### src/rtl/spi_frame_sched.sv
// spi_frame_sched
// Walks a frame of pixels out of frame-buffer BRAM and hands them one at a
// time to the SPI pixel sender. For each pixel it fetches from BRAM, pulses
// the sender's trigger with data and position, waits for the sender's
// transaction to complete, and then inserts an idle gap before the next fetch.
// A sender that never goes busy raises a sticky error and abandons the frame.
module spi_frame_sched #(
  parameter int H_PIXELS     = 640,
  parameter int V_PIXELS     = 360,
  parameter int DATA_WIDTH   = 8,
  parameter int BRAM_LATENCY = 2,
  parameter int GAP_CYCLES   = 4,
  parameter int ACK_TIMEOUT  = 16
) (
  input  logic                  clk_in,
  input  logic                  rst_in,
  input  logic                  frame_start_in,
  input  logic                  pause_in,
  output logic [17:0]           bram_addr_out,
  input  logic [DATA_WIDTH-1:0] bram_data_in,
  input  logic                  spi_busy_in,
  output logic                  spi_trigger_out,
  output logic [DATA_WIDTH-1:0] spi_data_out,
  output logic [9:0]            hcount_out,
  output logic [8:0]            vcount_out,
  output logic                  frame_busy_out,
  output logic                  frame_done_out,
  output logic                  error_out
);

  typedef enum logic [2:0] {
    S_IDLE,
    S_FETCH,
    S_TRIG,
    S_WAIT_ACK,
    S_WAIT_IDLE,
    S_GAP,
    S_DONE
  } state_t;

  // Terminal values for the shared cycle counter in each timed state.
  localparam logic [15:0] FETCH_LAST = 16'(BRAM_LATENCY - 1);
  localparam logic [15:0] ACK_LAST   = 16'(ACK_TIMEOUT - 1);
  localparam logic [16:0] GAP_LEN    = 17'(GAP_CYCLES);

  state_t                r_state;
  logic [15:0]           r_cnt;
  logic [17:0]           r_addr;
  logic [9:0]            r_hcount;
  logic [8:0]            r_vcount;
  logic                  r_trigger;
  logic [DATA_WIDTH-1:0] r_data;
  logic                  r_frame_busy;
  logic                  r_done;
  logic                  r_error;

  logic w_line_end;
  logic w_last_pixel;
  logic w_fetch_done;
  logic w_ack_expired;
  logic w_gap_reached;
  logic w_gap_done;
  logic w_skip_gap;

  // Position and timing decodes used by the sequencer.
  assign w_line_end    = (r_hcount == 10'(H_PIXELS - 1));
  assign w_last_pixel  = w_line_end && (r_vcount == 9'(V_PIXELS - 1));
  assign w_fetch_done  = (r_cnt == FETCH_LAST);
  assign w_ack_expired = (r_cnt == ACK_LAST);
  // The gap is complete once the counter covers GAP_CYCLES cycles; pause
  // holds the sequencer here until it is released.
  assign w_gap_reached = (({1'b0, r_cnt} + 17'd1) >= GAP_LEN);
  assign w_gap_done    = w_gap_reached && !pause_in;
  // With no gap configured the GAP state is only visited to honour pause.
  assign w_skip_gap    = (GAP_CYCLES == 0) && !pause_in;

  // Frame sequencer: state, position counters and all registered outputs.
  // NOTE: every register here uses non-blocking assignment so each branch
  // reads the values from before the clock edge, regardless of order.
  always_ff @(posedge clk_in) begin
    if (!rst_in) begin
      r_state      <= S_IDLE;
      r_cnt        <= '0;
      r_addr       <= '0;
      r_hcount     <= '0;
      r_vcount     <= '0;
      r_trigger    <= 1'b0;
      r_data       <= '0;
      r_frame_busy <= 1'b0;
      r_done       <= 1'b0;
      r_error      <= 1'b0;
    end else begin
      // Trigger and done are single-cycle pulses unless re-asserted below.
      r_trigger <= 1'b0;
      r_done    <= 1'b0;

      case (r_state)
        S_IDLE: begin
          if (frame_start_in) begin
            r_addr       <= '0;
            r_hcount     <= '0;
            r_vcount     <= '0;
            r_cnt        <= '0;
            r_frame_busy <= 1'b1;
            r_state      <= S_FETCH;
          end
        end

        // Address is already registered; wait out the BRAM read latency.
        S_FETCH: begin
          if (w_fetch_done) begin
            r_state <= S_TRIG;
          end else begin
            r_cnt <= r_cnt + 16'd1;
          end
        end

        // BRAM data is valid now: capture it and pulse the sender.
        S_TRIG: begin
          r_data    <= bram_data_in;
          r_trigger <= 1'b1;
          r_cnt     <= '0;
          r_state   <= S_WAIT_ACK;
        end

        // Sender must show busy within ACK_TIMEOUT cycles of the trigger.
        S_WAIT_ACK: begin
          if (spi_busy_in) begin
            r_state <= S_WAIT_IDLE;
          end else if (w_ack_expired) begin
            r_error      <= 1'b1;
            r_frame_busy <= 1'b0;
            r_state      <= S_IDLE;
          end else begin
            r_cnt <= r_cnt + 16'd1;
          end
        end

        // Sender's chip select has risen: move on to the next pixel.
        S_WAIT_IDLE: begin
          if (!spi_busy_in) begin
            r_cnt <= '0;
            if (w_last_pixel) begin
              // Position is left on the final pixel; DONE clears it so the
              // address never steps past the end of the frame.
              r_state <= S_DONE;
            end else begin
              r_addr <= r_addr + 18'd1;
              if (w_line_end) begin
                r_hcount <= '0;
                r_vcount <= r_vcount + 9'd1;
              end else begin
                r_hcount <= r_hcount + 10'd1;
              end
              r_state <= w_skip_gap ? S_FETCH : S_GAP;
            end
          end
        end

        // Idle gap between transactions, stretched while pause is held.
        S_GAP: begin
          if (w_gap_done) begin
            r_cnt   <= '0;
            r_state <= S_FETCH;
          end else if (!w_gap_reached) begin
            r_cnt <= r_cnt + 16'd1;
          end
        end

        S_DONE: begin
          r_done       <= 1'b1;
          r_frame_busy <= 1'b0;
          r_addr       <= '0;
          r_hcount     <= '0;
          r_vcount     <= '0;
          r_state      <= S_IDLE;
        end

        default: begin
          r_state <= S_IDLE;
        end
      endcase
    end
  end

  assign bram_addr_out   = r_addr;
  assign spi_trigger_out = r_trigger;
  assign spi_data_out    = r_data;
  assign hcount_out      = r_hcount;
  assign vcount_out      = r_vcount;
  assign frame_busy_out  = r_frame_busy;
  assign frame_done_out  = r_done;
  assign error_out       = r_error;

endmodule

### config.mk
export PLATFORM = sky130hd
export DESIGN_NAME = spi_frame_sched
export DESIGN_NICKNAME = d
export VERILOG_FILES = /design/src/rtl/spi_frame_sched.sv
export SDC_FILE = /design/constraint.sdc
export NUM_CORES = 1
export LEC_CHECK = 0
export ABC_AREA = 1
export ABC_CLOCK_PERIOD_IN_PS = 2350
export CAP_MARGIN = 15
export CORE_MARGIN = 2
export CORE_UTILIZATION = 26
export CTS_CLUSTER_SIZE = 16
export DETAILED_ROUTE_END_ITERATION = 10
export PLACE_DENSITY = 0.53
export SLEW_MARGIN = 20
export SYNTH_ARGS = -nofsm -noshare
export SYNTH_HDL_FRONTEND = slang
export SYNTH_SLANG_ARGS = --single-unit
### constraint.sdc
create_clock -name clk_in -period 2.35 [get_ports clk_in]
set_clock_uncertainty 0.15 [all_clocks]
set_input_delay 0.3525 -clock clk_in [delete_from_list [all_inputs] [get_ports clk_in]]
set_output_delay 0.3525 -clock clk_in [all_outputs]
set_load 0.02 [all_outputs]
# [After elaboration in Yosys (flattened, before gate mapping)]
# Cells that the tools add are included.
# Widths: inputs -> output; s select.
[word_totals] reg_bits=68 in_bits=13 output_inout_bits=49 wordCells=88
[classes] add_sub_neg=5 magnitude_cmp=1 eq_ne=22 muxes=36 bitwise=1 n_reduce_logical=13
[ops] op="$mux 16" n=7
[ops] op="$pmux 16 s6" n=1
[ops] op="$mux 18" n=3
[ops] op="$pmux 18 s3" n=1
[ops] op="$mux 10" n=4
[ops] op="$mux 9" n=4
[ops] op="$pmux 10 s3" n=1
[ops] op="$pmux 9 s3" n=1
[ops] op="$ne 2x2->1 const B" n=10
[ops] op="$add 18x1->18 const B" n=1
[ops] op="$mux 3" n=6
[ops] op="$pmux 3 s6" n=1
[ops] op="$add 16x1->17 const B" n=1
[ops] op="$ge 17x3->1 const B" n=1
[ops] op="$add 16x1->16 const B" n=1
[ops] op="$eq 16x1->1 const B" n=1
[ops] op="$eq 16x4->1 const B" n=1
[ops] op="$add 10x1->10 const B" n=1
[ops] op="$eq 10x10->1 const B" n=1
[ops] op="$reduce_and 5->1" n=2
[ops] op="$add 9x1->9 const B" n=1
[ops] op="$eq 3x3->1 const B" n=3
[ops] op="$eq 9x9->1 const B" n=1
[ops] op="$reduce_and 4->1" n=2
[ops] op="other kinds (14)" n=22

# [Logic depth before layout (Yosys ltp)]
# Gate-level depths: netlist of the first run.
[logic_depth] word_depth=5 mapped_depth=16 depth_no_buf=16

# [Worst setup path after synthesis of the first run]
# Ideal clock, no wire load.
[synth_path] path_kind="reg2reg" from="register r_vcount[0], in the netlist vcount_out[0]" to="register r_vcount[5], in the netlist vcount_out[5]" setup_ps=119 arrival_time_ps=1812 t_required_ps=2081 slack_ps=270 path_stages_with_launch=12 n_path_buf=1 synth_period_minus_slack_ps=2080 cell_sequence="dfxtp_1 -> ha_1 -> nand2_1 -> nor3_1 -> nand4_1 -> nand2_4 -> inv_4 -> o21ai_4 -> buf_6 -> nor2_1 -> o21ai_1 -> nor2_1"
[synth_via] elab_chain_len=5 elab_cells_between_ends=9 cone_classes="add/sub: 1; eq/ne: 2; mux: 4; reduce/logical: 2"
[synth_rtl] element="start: declaration" line_no="50" text="logic [8:0] r_vcount;"
[synth_rtl] element="start signal: assignment" line_no="151" text="r_vcount <= r_vcount + 9'd1;"
[synth_rtl] element="$add 9x1->9" line_no="151"
[synth_rtl] element="$mux 9" line_no="149" text="if (w_line_end) begin"
[synth_rtl] element="$mux 9" line_no="143" text="if (w_last_pixel) begin"
[synth_rtl] element="$mux 9" line_no="141" text="if (!spi_busy_in) begin"
[synth_rtl] element="$pmux 9 s3" line_no="97" text="case (r_state)"
# Several ways; a longest one is shown, not always the timed one. The select of a mux whose other input is x is not followed.
# A chain may end at the register's enable or synchronous reset.

# [Worst setup path after layout of the first run]
[layout_path] from="register r_cnt[1]" to="register r_cnt[7]"
[layout_via] elab_chain_len=5 elab_cells_between_ends=16 cone_classes="add/sub: 2; order compare: 1; eq/ne: 5; mux: 6; reduce/logical: 2"
[layout_rtl] element="start: declaration" line_no="47" text="logic [15:0] r_cnt;"
[layout_rtl] element="start signal: assignment" line_no="114" text="r_cnt <= r_cnt + 16'd1;"
[layout_rtl] element="start signal: assignment" line_no="135" text="r_cnt <= r_cnt + 16'd1;"
[layout_rtl] element="start signal: assignment" line_no="166" text="r_cnt <= r_cnt + 16'd1;"
[layout_rtl] element="$add 16x1->17" line_no="72" text="assign w_gap_reached = (({1'b0, r_cnt} + 17'd1) >= GAP_LEN);"
[layout_rtl] element="$ge 17x3->1" line_no="72"
[layout_rtl] element="$logic_and 1x1->1" line_no="73" text="assign w_gap_done = w_gap_reached && !pause_in;"
[layout_rtl] element="$ne 3x3->1 (no source line) / $mux 16 (equally long branches)"
[layout_rtl] element="$reduce_and 7->1 (no source line) / $pmux 16 s6 (equally long branches)"
# Several ways; a longest one is shown, not always the timed one. The select of a mux whose other input is x is not followed.

==> results of run 1 <==
## worst max-delay path, stage by stage, from the launching register on
cell and delay [ns]:
dfxtp_1 0.33, ha_2 0.22, nand3_4 0.13, nor2_2 0.14
nand2_1 0.06, nand2_1 0.08, nand3_1 0.11, nor2_2 0.17
nand3_2 0.11, nand2_2 0.09, nand2_4 0.08, buf_12 0.15
nand2_1 0.07, nand2_1 0.06, a21oi_2 0.10
## final cells by class
cell class | count | area share [%]
Sequential cell | 68 | 24.8
Clock buffer | 11 | 4.60
Inverter | 92 | 6.40
Clock inverter | 5 | 1.52
Tap cell | 188 | 4.28
Multi-Input combinational cell | 440 | 41.0
Timing Repair Buffer | 99 | 17.4
## routing by layer
| metal | track usage (%) | part of all wire [%] | up-vias |
|---|---|---|---|
| met1 | 19.3 | 49 | 1835 |
| met2 | 22.2 | 45 | 76 |
| met5 | 0 | 0 | - |
| li1 | - | - | 2183 |
| met3 | 2.25 | 4.1 | 10 |
| met4 | 6.71 | 1.9 | 0 |
## worst max path at each step
stage / from / end / slack (ns) / cells past startpoint
after floorplan: vcount_out[0] / vcount_out[5] / 0.27 / 11
after global placement: frame_start_in / bram_addr_out[10] / 0.06 / 13
after detailed placement: frame_start_in / bram_addr_out[10] / 0.04 / 13
after CTS: r_cnt[0] / r_cnt[1] / 0.1 / 14
after global routing: vcount_out[1] / bram_addr_out[7] / 0.007 / 12
final: r_cnt[1] / r_cnt[7] / 0.23 / 14
## layout by cell type (no fill, tap or decap), types with 3 or more instances in the layout
| cell | netlist | routed |
|---|---|---|
| clkdlybuf4s50_1 | 0 | 61 |
| nand4_1 | 21 | 21 |
| buf_12 | 0 | 5 |
| o21ai_0 | 20 | 20 |
| ha_1 | 5 | 4 |
| inv_2 | 9 | 8 |
| buf_4 | 1 | 33 |
| nand2_1 | 154 | 154 |
| a21oi_2 | 11 | 11 |
| nor2_4 | 4 | 4 |
| a211oi_1 | 3 | 3 |
| nor3_2 | 2 | 3 |
| nor2_1 | 67 | 65 |
| nor2_2 | 4 | 6 |
| nand2_4 | 3 | 3 |
| xor2_1 | 8 | 8 |
| a21oi_1 | 44 | 44 |
| clkbuf_16 | 0 | 9 |
| nor4_1 | 7 | 7 |
| nor3b_1 | 5 | 5 |
| xnor2_1 | 5 | 5 |
| inv_1 | 81 | 81 |
| nand3_2 | 4 | 3 |
| nand2_2 | 4 | 4 |
| nor3_1 | 18 | 17 |
| nand3_1 | 38 | 38 |
| dfxtp_1 | 68 | 66 |
| o21ai_1 | 3 | 3 |
## power by group
group	leakage, nW	switching (mW)	internal (mW)
clock	0.158	0.545	0.988
combinational	1.46	1.58	1.10
sequential	0.553	0.216	1.36
total	2.17	2.34	3.45
## registers in the layout, indices dropped and copies added, names as in the netlist
register,cells
hcount_out,10
frame_done_out,1
spi_trigger_out,1
r_cnt,16
r_state,3
error_out,1
bram_addr_out,18
spi_data_out,8
vcount_out,9
frame_busy_out,1
## what timing repair did
item                       in CTS  in global routing
setup endpoints to repair       0                 18
buffers inserted                0                  2
gates resized for setup         0                  8
## per-stage QoR
| step | instance area [um2] | setup slack, ns | instances |
|---|---|---|---|
| after floorplan | 4050 | 0.270 | 614 |
| after global routing | 5500 | 0.00706 | 903 |
| after CTS | 5460 | 0.0977 | 901 |
| final | 5500 | 0.234 | 903 |
| after detailed placement | 5120 | 0.0393 | 885 |
| after global placement | 5120 | 0.0630 | 885 |
## kinds of logic (layout without fill, tap and decap cells)
| kind of cell | Yosys count | after routing | share of synthesized area (%) |
|---|---|---|---|
| compound gates | 87 | 87 | 12.6 |
| buf+inv | 106 | 207 | 11.2 |
| fa+ha+maj | 5 | 5 | 1.55 |
| flops | 68 | 68 | 33.6 |
| xor+xnor | 13 | 13 | 2.81 |
| simple gates | 335 | 335 | 38.2 |
==> metrics.csv, run 1 <==
metric,value,unit
register area,1360,um2
vias in the first global route,3891,
hold_sp,spi_data_out[2],
Die Area,16600,um2
RSZ-0062 raised after global routing,false,
CTS sink cnt,68,
R2R depth,14,
multi-input combinational cell area,2250,um2
Hold EP,spi_data_out[2],
FMAX,0.473,GHz
Startpoint Class,register,
status,"finished, final reports clean",
drt wl/cell,12.4,um
Max Fanout on Critical Path,7,
Syn Nets,632,
most frequent cell after synthesis,nand2_1,
via count,4104,
max_cap viols,0,
most frequently used flop master after synthesis,dfxtp_1,
drt via density,4.54,
setup TNS,0,ns
routed wire length,11.2,mm
Worst Hold Slack,0.291,ns
share of layout cells above drive strength 1,15.0,%
Mean Syn Cell Area,6.59,um2
Num CTS Buffers,9,
Syn Inst Count,614,
largest net degree at the start of global routing,27,
number of nets with antenna violations after routing,0,
Final period util,90.0,%
global-route wire length before repair,18.8,mm
Final Util,36.2,%
Worst R2R End,r_cnt[7],
fill count,1663,
maximum clock path buffer count,2,
core area,15200,um2
Power Density,1050,nW/um2
"top cells by area, synth","dfxtp_1 34%, nand2_1 14%, inv_1 7.5%",
TritonRoute pass-1 iters,4,
clock slew at reported path FFs,0.06,ns
sequential area share after synthesis,33.6,%
Synth-to-Final Area Change,35.8,%
DR iter-0 viols,198,
Initial Util,26.6,%
Root Driver,clkbuf_16,
initial antenna violation count,0,
Worst-Skew Late Latency,0.34,ns
critical path class,register to register,
Syn Std Cell Area,4050,um2
Hold WC Path Type,register to register,
"FF+latch count, synth",68,
CTS tree,done,
Fin. Hold Viols,0,
CP Capture Type,register,
asr flop ratio synth,0,%
H-Tree Depth,3,
share of the synthesized area in the top cell type,33.6,%
Post-CTS Hold Buffers,0,
endpoints failing setup,0,
leak pwr,2.17,nW
Residual DRC,0,
Final Power,5.79,mW
max-slew violation count,0,
Final GP Congestion,0.812,
min Tclk post-route,2.12,ns
Slew HR,64.8,%
synth cell count leaders,"154 x nand2_1, 81 x inv_1, 68 x dfxtp_1, 67 x nor2_1, 44 x a21oi_1",
Post-synth EDFFs,0,
Die W,129,um
Die Height,129,um
CP Data Arrival Time,2.25,ns
GR Util All Layers,14.2,%
hold path cells,2,
reg2reg start,r_cnt[1],
flop2flop setup slack,0.23,ns
IO Port Bufs,61,
Yosys warning count,0,
Post-DP HPWL,8.33,mm
critical path data required time,2.48,ns
post-synth cell types,39,
IO Pins,62,
total grt overflow,0,
# rows,45,
n_diodes,0,
largest area contributor in the netlist,dfxtp_1,
Max VDD drop,0.000389,V
slew of the pin with the lowest slew margin,0.523,ns
Nets,728,
No activity file was read; power rests on OpenSTA's default activity.
==> run 2: changes to the inputs <==
--- a/config.mk
+++ b/config.mk
@@ -9,10 +9,11 @@
 export ABC_CLOCK_PERIOD_IN_PS = 2350
 export CAP_MARGIN = 15
 export CORE_MARGIN = 2
-export CORE_UTILIZATION = 26
+export CORE_UTILIZATION = 45
 export CTS_CLUSTER_SIZE = 16
 export DETAILED_ROUTE_END_ITERATION = 10
-export PLACE_DENSITY = 0.53
+export PLACE_DENSITY = 0.77
+export REMOVE_ABC_BUFFERS = 1
 export SLEW_MARGIN = 20
 export SYNTH_ARGS = -nofsm -noshare
 export SYNTH_HDL_FRONTEND = slang
==> run 2 against run 1 <==
Effect of this change:
- first-iteration DRC count grew 6.6%
- register-to-register slack lost 0.07 ns
- total power shrank 14%
- largest cell class unchanged
- die area shrank 41%
- cell count shrank 11%
- sequential power is essentially flat
- core utilization grew 22 points
- wire length shrank 7.4%
- maximum frequency shrank 3.3%
- non-clock buffer count shrank 19
- critical path type unchanged
==> metrics.csv, run 2 (synthesis results as in run 1) <==
metric,value,unit,change
Synth-to-Final Area Change,26.2,%,
Residual DRC,0,,unchanged
Power Density,976,nW/um2,-7.3%
maximum clock path buffer count,2,,unchanged
CP Data Arrival Time,2.29,ns,+0.04 ns
number of nets with antenna violations after routing,0,,unchanged
Fin. Hold Viols,0,,unchanged
"most common cell after layout, fill and taps aside",nand2_1,,
critical path data required time,2.45,ns,-0.03 ns
Die Area,9770,um2,-41%
FMAX,0.457,GHz,-3.3%
Worst R2R End,vcount_out[4],,
largest net degree at the start of global routing,22,,-19%
Die Height,98.9,um,-23%
IO Pins,62,,unchanged
Startpoint Class,register,,
ordered list of cells on the worst path,"ha_2, nand2_1, nor3_2, nand4_1, nand2_4, inv_4, o21ai_4, inv_2, nand2_1, nand2_1, nand2_1, nor2_1",,
initial antenna violation count,0,,unchanged
"commonest non-fill, non-tap cells in the layout","154 x nand2_1, 81 x inv_1, 67 x dfxtp_1, 65 x nor2_1, 61 x clkdlybuf4s50_1",,
Worst Setup SP,vcount_out[0],,
leak pwr,2.02,nW,-7.0%
max_cap viols,0,,unchanged
max reg flops,18,,unchanged
Hold WC Path Type,register to register,,
endpoints failing setup,0,,unchanged
IO Port Bufs,61,,unchanged
DR iter-0 viols,211,,+6.6%
CTS sink cnt,68,,unchanged
GR Util All Layers,21.7,%,+7.5 points
Root Driver,clkbuf_8,,
critical path class,register to register,,
CTS tree,done,,
Max Fanout on Critical Path,14,,+7
TritonRoute pass-1 iters,5,,+1
Post-DP HPWL,7.68,mm,-7.8%
Setup Buffers After CTS,0,,unchanged
worst stage delay on the critical path,0.39,ns,+0.06 ns
Final Util,58.6,%,+22 points
reg2reg start,vcount_out[0],,
total grt overflow,0,,unchanged
# rows,34,,-24%
Initial Util,46.4,%,+20 points
setup TNS,0,ns,unchanged
H-Tree Depth,3,,unchanged
drt via density,5.19,,+14%
max-slew violation count,0,,unchanged
vias in the first global route,3922,,+0.80%
Nets,709,,-2.6%
global-route wire length before repair,17.6,mm,-6.5%
Max VDD drop,0.000435,V,+12%
hold path cells,2,,unchanged
clock slew at reported path FFs,0.07,ns,about the same
Final period util,93.1,%,+3.1 points
routed wire length,10.4,mm,-7.4%
Worst-Skew Late Latency,0.36,ns,+0.02 ns
core area,8720,um2,-43%
share of layout cells above drive strength 1,12.6,%,-2.3 points
R2R depth,12,,-2
CP Capture Type,register,,
Die W,98.9,um,-23%
via count,4173,,+1.7%
Hold EP,spi_data_out[4],,
hold_sp,spi_data_out[4],,
CP most frequent cell,nand2_1,,
status,"finished, final reports clean",,
Num CTS Buffers,9,,unchanged
slew of the pin with the lowest slew margin,0.513,ns,-0.00973 ns
n_diodes,0,,unchanged
Slew HR,65.5,%,+0.65 points
Critical Path Slowest Stage Cell,dfxtp_1,,
min Tclk post-route,2.19,ns,+0.0720 ns
drt wl/cell,12.9,um,+4.0%
Final GP Congestion,0.923,,+14%
flop2flop setup slack,0.16,ns,-0.07 ns
run 2: worst max-delay path by stage:
stage | to | slack (ns) | depth (start not counted)
after floorplan | vcount_out[4] | 0.1 | 12
after global placement | vcount_out[4] | 0.07 | 14
after detailed placement | vcount_out[4] | 0.05 | 14
after CTS | r_cnt[2] | 0.06 | 14
after global routing | vcount_out[4] | -0.02 | 12
final | vcount_out[4] | 0.16 | 12
run 2: cell type report:
class	instances	area, um2
Inverter	92	352
Multi-Input combinational cell	440	2270
Timing Repair Buffer	80	791
Tap cell	108	135
Sequential cell	68	1360
Fill cell	816	3610
Clock inverter	6	62.6
Clock buffer	10	138
run 2: timing repair:
action                     in CTS  in global routing
resized for setup               0                 11
setup endpoints to repair       0                 26
hold buffers                    0                  0
run 2: metal layers:
layer | vias to the layer above | part of all wire [%] | global-route usage [%]
li1 | 2144 | - | -
met1 | 1891 | 48 | 29.4
met2 | 116 | 45 | 33.7
met3 | 22 | 4.7 | 4.40
met4 | 0 | 1.9 | 8.96
met5 | - | 0 | 0
run 2: power breakdown:
part / switching [mW] / internal (mW)
combinational: 1.51 / 0.904
clock: 0.483 / 0.519
sequential: 0.218 / 1.36
total: 2.21 / 2.78
run 2: worst max-delay path, delay by kind of cell (launching register included):
| kind | cells | cell delay [ns] |
|---|---|---|
| buffers and inverters | 2 | 0.22 |
| DFF | 1 | 0.39 |
| AOI/OAI and AO/OA | 1 | 0.16 |
| adders and majority gates | 1 | 0.24 |
| and+or+nand+nor | 8 | 0.90 |
run 2: stage by stage:
| step | hold WS, ns | area [um2] | std cells | setup slack [ns] | power (mW) |
|---|---|---|---|---|---|
| finish | 0.293 | 5110 | 804 | 0.162 | 4.99 |
| global route | 0.321 | 5110 | 804 | -0.0151 | 5.36 |
| CTS | 0.296 | 5070 | 804 | 0.0637 | 4.94 |
| detailed placement | 0.284 | 4870 | 788 | 0.0507 | 3.94 |
| global placement | 0.280 | 4870 | 788 | 0.0735 | 3.90 |
| floorplan | 0.320 | 3940 | 600 | 0.0951 | 3.06 |
==> run 3: changes to the inputs <==
--- a/config.mk
+++ b/config.mk
@@ -12,6 +12,7 @@
 export CORE_UTILIZATION = 45
 export CTS_CLUSTER_SIZE = 16
 export DETAILED_ROUTE_END_ITERATION = 10
+export GPL_TIMING_DRIVEN = 0
 export PLACE_DENSITY = 0.77
 export REMOVE_ABC_BUFFERS = 1
 export SLEW_MARGIN = 20
==> run 3 against run 2 <==
Effect of this change:
- non-clock buffer count shrank 12
- total power fell by 0.65%
- wire length up 0.13%
- clock power about the same
- global-route usage fell by 0.78 points
- highest routed layer unchanged
==> metrics.csv, run 3 (synthesis results as in run 1) <==
metric,value,unit,change
status,"finished, final reports clean",,
leak pwr,1.94,nW,-3.5%
DR iter-0 viols,372,,+76%
"commonest non-fill, non-tap cells in the layout","154 x nand2_1, 80 x inv_1, 65 x nor2_1, 64 x dfxtp_1, 60 x clkdlybuf4s50_1",,
global-route wire length before repair,17.3,mm,-1.7%
endpoints failing setup,0,,unchanged
TritonRoute pass-1 iters,5,,unchanged
Initial Util,46.4,%,unchanged
initial antenna violation count,0,,unchanged
Num CTS Buffers,9,,unchanged
drt via density,5.28,,+1.7%
core area,8720,um2,unchanged
drt wl/cell,13.1,um,+1.3%
total grt overflow,0,,unchanged
Die Height,98.9,um,unchanged
Final GP Congestion,0.865,,-6.4%
Max VDD drop,0.000477,V,+9.6%
max reg flops,18,,unchanged
Post-CTS Hold Buffers,0,,unchanged
maximum clock path buffer count,2,,unchanged
Power Density,978,nW/um2,+0.21%
"most common cell after layout, fill and taps aside",nand2_1,,
clock slew at reported path FFs,0.07,ns,about the same
H-Tree Depth,3,,unchanged
via count,4196,,+0.55%
n_diodes,0,,unchanged
share of layout cells above drive strength 1,12.1,%,-0.56 points
Post-DP HPWL,7.13,mm,-7.2%
Root Driver,clkbuf_8,,
largest net degree at the start of global routing,32,,+45%
CTS sink cnt,68,,unchanged
max-slew violation count,0,,unchanged
fill count,778,,-4.7%
reg2reg start,r_state[1],,
CP Capture Type,register,,
setup TNS,0,ns,unchanged
flop2flop setup slack,0.16,ns,about the same
Synth-to-Final Area Change,25.1,%,
Die Area,9770,um2,unchanged
Max Fanout on Critical Path,17,,+3
max_cap viols,0,,unchanged
GR Util All Layers,20.9,%,-0.78 points
Worst Setup SP,r_state[1],,
Final period util,93.1,%,about the same
critical path class,register to register,,
number of nets with antenna violations after routing,0,,unchanged
CP Data Arrival Time,2.33,ns,+0.04 ns
Final Util,58.1,%,-0.50 points
vias in the first global route,3903,,-0.48%
Worst Hold Slack,0.296,ns,+0.00267 ns
min Tclk post-route,2.19,ns,+0.000936 ns
critical path data required time,2.49,ns,+0.04 ns
FMAX,0.457,GHz,about the same
IO Port Bufs,61,,unchanged
Slew HR,53.1,%,-12 points
Residual DRC,0,,unchanged
Startpoint Class,register,,
Die W,98.9,um,unchanged
IO Pins,62,,unchanged
CTS tree,done,,
slew of the pin with the lowest slew margin,0.703,ns,+0.190 ns
hold_sp,spi_data_out[2],,
Nets,700,,-1.3%
Hold WC Path Type,register to register,,
Worst-Skew Late Latency,0.35,ns,about the same
Fin. Hold Viols,0,,unchanged
routed wire length,10.4,mm,+0.13%
# rows,34,,unchanged
run 3: changes by cell type in the layout (fill, tap and decap cells not counted), moves of 2 or more:
| cell | delta |
|---|---|
| clkinvlp_4 | +3 |
| nand3_4 | +2 |
| clkinv_2 | -2 |
| dfxtp_1 | -3 |
| buf_4 | -9 |
| dfxtp_2 | +3 |
| buf_12 | -3 |
| ha_2 | -2 |
run 3: stage by stage:
| step | instance area, um2 | setup slack (ns) | power (mW) | instances |
|---|---|---|---|---|
| CTS | 4930 | 0.00208 | 4.71 | 788 |
| finish | 5070 | 0.161 | 4.95 | 795 |
| global route | 5070 | -0.0135 | 5.28 | 795 |
| detailed placement | 4690 | -1.10 | 3.63 | 769 |
| global placement | 4690 | -1.06 | 3.58 | 769 |
| floorplan | 3940 | 0.0951 | 3.06 | 600 |
run 3: final timing paths:
| check | to | cells after the start |
|---|---|---|
| max reg2reg | vcount_out[4] | 16 |
| min reg2reg | spi_data_out[2] | 2 |
| min | spi_data_out[2] | 2 |
| max | vcount_out[4] | 16 |
run 3: critical path: stages (launching register included):
cell and delay (ns):
dfxtp_2 0.42, inv_2 0.08, nand2_2 0.09, nor2_4 0.07, nand2_1 0.06, nand2_1 0.08, inv_2 0.08, nand4_1 0.09
inv_2 0.18, nand2_4 0.08, inv_4 0.17, o21ai_4 0.15, inv_2 0.16, nand2_1 0.08, nand2_1 0.06, nand2_1 0.04
nor2_1 0.08
run 3: where the power goes:
group | leakage, nW | internal, mW | total [mW] | switching (mW)
Combinational | 1.30 | 0.800 | 2.38 | 1.58
Clock | 0.0927 | 0.491 | 0.973 | 0.483
Sequential | 0.553 | 1.36 | 1.60 | 0.239
Total | 1.94 | 2.65 | 4.95 | 2.30
run 3: area by class of cell:
type	instances	area (um2)	area share (%)
clock buffer	10	128	2.52
clock inverter	6	63.8	1.26
inverter	92	367	7.24
multi-input combinational	441	2330	46.0
sequential	68	1370	27.0
tap	108	135	2.67
timing repair buffer	68	663	13.1
timing repair inverter	2	13.8	0.272
run 3: timing repair:
item,CTS,global route
cloned,1,2
pin swaps,2,1
gates resized for setup,8,21
buffers inserted,2,5
endpoints found under the setup margin,56,39
run 3: routing by layer:
metal  up-vias  track usage (%)  wire length (um)  part of all wire, %
met5         -                0                 0                    0
met4         0             8.01               125                  1.2
met3        17             2.98               569                  5.5
met2       139             35.2              4960                   48
met1      1911             27.2              4730                   46
li1       2129                -                 -                    -
